$ cat src/rtl/axi_frame_slave.sv
// AXI4 slave (single ID, INCR only) that splits bursts into per-beat controller frames
// and buffers read returns in a credit-protected R FIFO.
module axi_frame_slave #(
    parameter int AXI_ADDR_WIDTH  = 20,
    parameter int AXI_DATA_WIDTH  = 64,
    parameter int AXI_FRAME_WIDTH = AXI_ADDR_WIDTH + AXI_DATA_WIDTH + 3,
    parameter int RFIFO_DEPTH     = 4
) (
    input  logic                       clk,
    input  logic                       rst_n,
    input  logic                       mc_en,
    input  logic                       awvalid,
    output logic                       awready,
    input  logic [AXI_ADDR_WIDTH-1:0]  awaddr,
    input  logic [7:0]                 awlen,
    input  logic                       wvalid,
    output logic                       wready,
    input  logic [AXI_DATA_WIDTH-1:0]  wdata,
    input  logic                       wlast,
    output logic                       bvalid,
    input  logic                       bready,
    output logic [1:0]                 bresp,
    input  logic                       arvalid,
    output logic                       arready,
    input  logic [AXI_ADDR_WIDTH-1:0]  araddr,
    input  logic [7:0]                 arlen,
    output logic                       rvalid,
    input  logic                       rready,
    output logic [AXI_DATA_WIDTH-1:0]  rdata,
    output logic                       rlast,
    output logic [1:0]                 rresp,
    output logic [AXI_FRAME_WIDTH-1:0] axi_frame_data,
    output logic                       axi_frame_valid,
    input  logic                       axi_frame_ready,
    input  logic [AXI_DATA_WIDTH-1:0]  axi_array_rdata,
    input  logic                       array_rvalid,
    output logic [2:0]                 dbg_state
);
    // Handshakes: a transfer happens on a rising clk edge where valid and ready are both high;
    // a source never lowers valid or changes payload while waiting for ready.

    typedef enum logic [2:0] {
        IDLE     = 3'd0,
        WR       = 3'd1,
        WR_RESP  = 3'd2,
        RD       = 3'd3,
        RD_DRAIN = 3'd4
    } state_t;

    localparam int FW = AXI_FRAME_WIDTH;
    localparam int PW = $clog2(RFIFO_DEPTH);
    localparam int CW = $clog2(RFIFO_DEPTH + 1);
    localparam logic [CW:0] DEPTH_C = (CW + 1)'(RFIFO_DEPTH);

    state_t state, state_nxt;

    logic [AXI_ADDR_WIDTH-1:0] base;
    logic [7:0]                len, cnt, ret_cnt;
    logic                      err, done, prio_wr;
    logic [CW-1:0]             fifo_count, outstanding;
    logic [PW-1:0]             wr_ptr, rd_ptr;
    logic [AXI_DATA_WIDTH:0]   fifo_mem [RFIFO_DEPTH];

    logic                      slot_free, frame_fire, rd_fire, pend_rd, has_credit;
    logic                      grant_wr, grant_rd, aw_hs, ar_hs, w_hs, rd_issue, push, pop;
    logic [CW:0]               used;
    logic [AXI_ADDR_WIDTH-1:0] beat_addr;
    logic                      beat_first, beat_last;

    assign slot_free  = !axi_frame_valid || axi_frame_ready;
    assign frame_fire = axi_frame_valid && axi_frame_ready;
    assign rd_fire    = frame_fire && !axi_frame_data[FW-1];
    assign beat_addr  = base + AXI_ADDR_WIDTH'(cnt);
    assign beat_first = (cnt == 8'd0);
    assign beat_last  = (cnt == len);

    // A loaded-but-unaccepted read frame already owns a FIFO slot, so it is charged here too.
    assign pend_rd    = axi_frame_valid && !axi_frame_data[FW-1];
    assign used       = {1'b0, fifo_count} + {1'b0, outstanding} + {{CW{1'b0}}, pend_rd};
    assign has_credit = (used < DEPTH_C);

    assign grant_wr = awvalid && (!arvalid || prio_wr);
    assign grant_rd = arvalid && (!awvalid || !prio_wr);

    assign push   = array_rvalid;
    assign rvalid = (fifo_count != '0);
    assign pop    = rvalid && rready;
    assign {rdata, rlast} = fifo_mem[rd_ptr];
    assign rresp  = 2'b00;

    assign aw_hs     = awvalid && awready;
    assign ar_hs     = arvalid && arready;
    assign w_hs      = wvalid && wready;
    assign dbg_state = state;

    always_ff @(posedge clk or negedge rst_n) begin
        if (!rst_n) state <= IDLE;
        else        state <= state_nxt;
    end

    always_comb begin
        state_nxt = state;
        awready   = 1'b0;
        arready   = 1'b0;
        wready    = 1'b0;
        bvalid    = 1'b0;
        bresp     = 2'b00;
        rd_issue  = 1'b0;
        case (state)
            IDLE: begin
                awready = mc_en && grant_wr;
                arready = mc_en && grant_rd;
                if (awready)      state_nxt = WR;
                else if (arready) state_nxt = RD;
            end
            WR: begin
                wready = slot_free && !done;
                if (frame_fire && axi_frame_data[FW-3]) state_nxt = WR_RESP;
            end
            WR_RESP: begin
                bvalid = 1'b1;
                bresp  = err ? 2'b10 : 2'b00;
                if (bready) state_nxt = IDLE;
            end
            RD: begin
                rd_issue = slot_free && has_credit;
                if (rd_issue && beat_last) state_nxt = RD_DRAIN;
            end
            RD_DRAIN: begin
                if (pop && rlast) state_nxt = IDLE;
            end
            default: state_nxt = IDLE;
        endcase
    end

    always_ff @(posedge clk or negedge rst_n) begin
        if (!rst_n) begin
            base            <= '0;
            len             <= '0;
            cnt             <= '0;
            err             <= 1'b0;
            done            <= 1'b0;
            prio_wr         <= 1'b1;
            axi_frame_data  <= '0;
            axi_frame_valid <= 1'b0;
            outstanding     <= '0;
            ret_cnt         <= '0;
            fifo_count      <= '0;
            wr_ptr          <= '0;
            rd_ptr          <= '0;
        end else begin
            if (aw_hs || ar_hs) begin
                base    <= aw_hs ? awaddr : araddr;
                len     <= aw_hs ? awlen : arlen;
                cnt     <= '0;
                err     <= 1'b0;
                done    <= 1'b0;
                ret_cnt <= '0;
                prio_wr <= ar_hs;
            end
            // The burst counter, not wlast, decides where the burst ends; wlast only flags errors.
            if (w_hs) begin
                cnt <= cnt + 8'd1;
                if (wlast != beat_last) err <= 1'b1;
                if (beat_last) done <= 1'b1;
            end
            if (rd_issue) cnt <= cnt + 8'd1;

            if (w_hs) begin
                axi_frame_data  <= {1'b1, beat_first, beat_last, beat_addr, wdata};
                axi_frame_valid <= 1'b1;
            end else if (rd_issue) begin
                axi_frame_data  <= {1'b0, beat_first, beat_last, beat_addr, {AXI_DATA_WIDTH{1'b0}}};
                axi_frame_valid <= 1'b1;
            end else if (frame_fire) begin
                axi_frame_valid <= 1'b0;
            end

            case ({rd_fire, push})
                2'b10:   outstanding <= outstanding + CW'(1);
                2'b01:   outstanding <= outstanding - CW'(1);
                default: outstanding <= outstanding;
            endcase

            if (push) begin
                ret_cnt <= ret_cnt + 8'd1;
                wr_ptr  <= wr_ptr + PW'(1);
            end
            if (pop) rd_ptr <= rd_ptr + PW'(1);
            case ({push, pop})
                2'b10:   fifo_count <= fifo_count + CW'(1);
                2'b01:   fifo_count <= fifo_count - CW'(1);
                default: fifo_count <= fifo_count;
            endcase
        end
    end

    always_ff @(posedge clk) begin
        if (push) fifo_mem[wr_ptr] <= {axi_array_rdata, ret_cnt == len};
    end

endmodule

$ cat config.mk
export PLATFORM = sky130hd
export DESIGN_NAME = axi_frame_slave
export DESIGN_NICKNAME = d
export VERILOG_FILES = /design/src/rtl/axi_frame_slave.sv
export SDC_FILE = /design/constraint.sdc
export NUM_CORES = 1
export LEC_CHECK = 0
export CAP_MARGIN = 20
export CORE_MARGIN = 4
export CORE_UTILIZATION = 30
export DETAILED_ROUTE_END_ITERATION = 8
export GPL_ROUTABILITY_DRIVEN = 0
export HOLD_SLACK_MARGIN = 0.02
export SYNTH_ARGS = -nofsm -noshare
export SYNTH_HDL_FRONTEND = slang
export SYNTH_SLANG_ARGS = --single-unit
$ cat constraint.sdc
create_clock -name clk -period 4.8 [get_ports clk]
set_input_delay 0.96 -clock clk [delete_from_list [all_inputs] [get_ports clk]]
set_output_delay 0.96 -clock clk [all_outputs]
set_load 0.03 [all_outputs]
==> flow_metrics.py <==
metrics = {
    "critical_path": {
        "cp-end-kind": "output port",
        "cp_max_fo": 30,
        "reg2reg_depth": 6,
        "crit_required_ns": 3.84,
        "r2r-start": "cnt[1]",
        "reg2reg_setup_slack_ns": 2.18,
        "r2r_end": "axi_frame_data[81]",
        "start_kind": "register",
        "arrival_ns": 2.90,
        "path_class": "reg -> out",
    },
    "die": {
        "core-area_um2": 53810,
        "initial_core_util_pct": 30.28,
        "num_rows": 85,
        "die_height_um": 241.1,
        "die_w_um": 241.1,
        "die_area_um2": 58110,
        "ios": 360,
    },
    "min_path": {
        "min_path_type": "reg -> reg",
        "min_to": "axi_frame_data[64]",
        "hold_path_depth": 2,
        "holdCritStartpoint": "axi_frame_data[64]",
    },
    "routing": {
        "vias": 9875,
        "first_pass_iters": 8,
        "drt_iter0_drc": 644,
        "routed_wl_um": 41390,
        "drc": 0,
        "avgViaCountPerCell": 4.780,
        "ant_nets": 0,
        "wire_per_inst_um": 20.03,
    },
    "outcome": {
        "outcome": "complete, no violations",
    },
    "power_and_ir_drop": {
        "combPwrFrac_pct": 40.9,
        "p_sw_share_pct": 36.75,
        "intPower_mw": 9.624,
        "p_leak_nw": 8.268,
        "switchingPower_mw": 5.591,
        "pwr_density_cell_nw_per_um2": 686.7,
        "power_frac_seq_pct": 36.4,
        "pwr-share-clk_pct": 22.7,
        "ir_worst_vdd_mv": 0.4298,
    },
    "sta": {
        "rsz0062_at_grt": "no",
        "setup_tns_ns": 0,
        "setup_violations": 0,
        "tightest_slew_ns": 0.9122,
        "report.final.hold_viol_count": 0,
        "clock_skew_ns": 0.01485,
        "timing.slew.headroom_pct": 38.90,
        "period_minus_slack_ns": 3.864,
        "setup_ws_ns": 0.9360,
        "finalCritPeriodShare_pct": 80.50,
        "max_freq_mhz": 258.8,
        "timing.final.max_slew_violations": 0,
        "hold_slack_ns": 0.4719,
    },
    "yosys": {
        "yosysSeqAreaShare_pct": 70.65,
        "synth_edf_count": 260,
        "yosys_most_used_dff": "edfxtp_1",
        "synth_top_area_cell": "edfxtp_1",
        "yosysMostFrequentCell": "edfxtp_1",
        "syn_area_um2": 16300,
        "syn_inst": 960,
        "synth.ff_latch_count": 408,
        "yosys_warnings": 0,
        "synth.distinct_cells": 56,
        "netlist_top_cells_count": "edfxtp_1, dfrtp_1, a22o_1, mux4_2, nand2_1",
        "yosysTopAreaCellShare_pct": 47.91,
        "netlist_top_cells_area": "edfxtp_1, dfrtp_1, mux4_2",
        "synthArstFlopShare_pct": 36.27,
        "avgSynthCellArea_um2": 16.97,
    },
    "clock_network": {
        "cts_max_path_buffers": 3,
        "htree_levels": 2,
        "cts_resized": 0,
        "path_clk_slew_ns": 0.06,
        "ctsHoldBuffers": 0,
        "numCtsBuffers": 47,
        "cts.sinks": 408,
        "cts_tree": "done",
        "cts_setup_buffers": 0,
        "insertion_delay_ns": 0.56,
        "root_buffer": "clkbuf_16",
    },
    "global_routing": {
        "grt.overflow.total": 0,
        "antenna_found_initial": 1,
        "grt_pass1_wl_um": 62220,
        "grt_max_degree": 91,
        "grt.total_usage_pct": 13.85,
        "grt_pass1_vias": 10700,
    },
    "flow_run": {
        "max_cap_viol_count": 0,
    },
    "final_layout": {
        "area_delta_synth_final_pct": 35.96,
        "layout-drive-gt1-share_pct": 12.19,
        "nNetsFinal": 1552,
        "n_antenna_cell": 0,
        "stdcell_count": 2066,
        "final_util_pct": 41.17,
    },
    "place": {
        "io_buffers": 356,
        "pre_cts_ws_ns": 1.160,
        "dp_cells": 1981,
        "hpwl_um": 27860,
    },
}
layout make-up:
cell class / count / area (um2)
Timing Repair Buffer: 375 / 3770
Multi-Input combinational cell: 458 / 4334
Tap cell: 696 / 870.8
Clock buffer: 61 / 1249
Clock inverter: 24 / 247.7
Fill cell: 4982 / 31660
Sequential cell: 408 / 11520
Inverter: 44 / 165.2
cells by family (layout without fill, tap and decap cells):
family	Yosys count	count (layout)	synth area share [%]
AOI/OAI and AO/OA	182	182	8.561
xor gates and xnor gates	44	44	2.365
adders and majority gates	23	23	1.904
buffers and inverters	96	504	2.971
DFF	408	408	70.65
muxes	75	75	9.613
other	1	3	0.02301
and+or+nand+nor	131	131	3.916
worst max path at each step:
| stage | startpoint | to | slack [ns] | cells past startpoint |
|---|---|---|---|---|
| floorplan | array_rvalid | fifo_mem[0][0] | 1.59 | 2 |
| global placement | awvalid | awready | 1.16 | 4 |
| detailed placement | awvalid | awready | 1.16 | 4 |
| CTS | rd_ptr[0] | rdata[34] | 0.78 | 3 |
| global route | rd_ptr[0] | rdata[54] | 0.74 | 3 |
| finish | rd_ptr[0] | rdata[54] | 0.94 | 3 |
critical path, cell delays in order, from the launching register on:
cell and delay (ns):
dfrtp_4 0.80, buf_12 0.34, mux4_2 0.56, clkdlybuf4s50_1 0.61
per-layer routing:
layer	global-route usage, %	part of all wire (%)
met1	18.25	43
met2	22.21	47
met3	4.925	8.5
met4	3.182	1.7
met5	0	0.031
per-stage QoR:
stage / power (mW) / area [um2]
after detailed placement: 11.92 / 20660
after CTS: 15.50 / 22160
after floorplan: 9.289 / 16300
after global placement: 11.86 / 20640
final: 15.22 / 22160
after global routing: 16.08 / 22160
registers in the layout, indices dropped and copies added, names as in the netlist, 3 cells and up:
| name | flops |
|---|---|
| fifo_mem | 260 |
| base | 20 |
| ret_cnt | 8 |
| dbg_state | 3 |
| axi_frame_data | 87 |
| len | 8 |
| fifo_count | 3 |
| outstanding | 3 |
| cnt | 8 |
power groups by stage:
stage | clock (mW) | sequential, mW | combinational [mW]
floorplan | 0 | 6.04 | 3.25
global placement | 0 | 5.59 | 6.27
detailed placement | 0 | 5.59 | 6.33
CTS | 3.59 | 5.56 | 6.34
global route | 3.75 | 5.67 | 6.67
finish | 3.45 | 5.53 | 6.23
cells in the final DEF (no fill, tap or decap), drive strengths merged, types with 3 or more instances in the layout:
cell	instances
conb	3
mux2i	8
and2	7
and3	5
ha	20
a222oi	25
fa	3
nor3	3
nor3b	5
clkdlybuf4s50	355
o211ai	5
o21ai	32
nand2	54
o31ai	3
a22o	65
a21o	7
mux4	65
xor2	13
clkinv	17
bufinv	4
nor2	20
edfxtp	260
nand3	12
clkbuf	61
buf	20
or3	8
xnor2	31
nand4	6
inv	46
a31oi	6
dfrtp	147
a21oi	21
a211oi	7
Note: power is estimated with default switching activity, not from simulation.
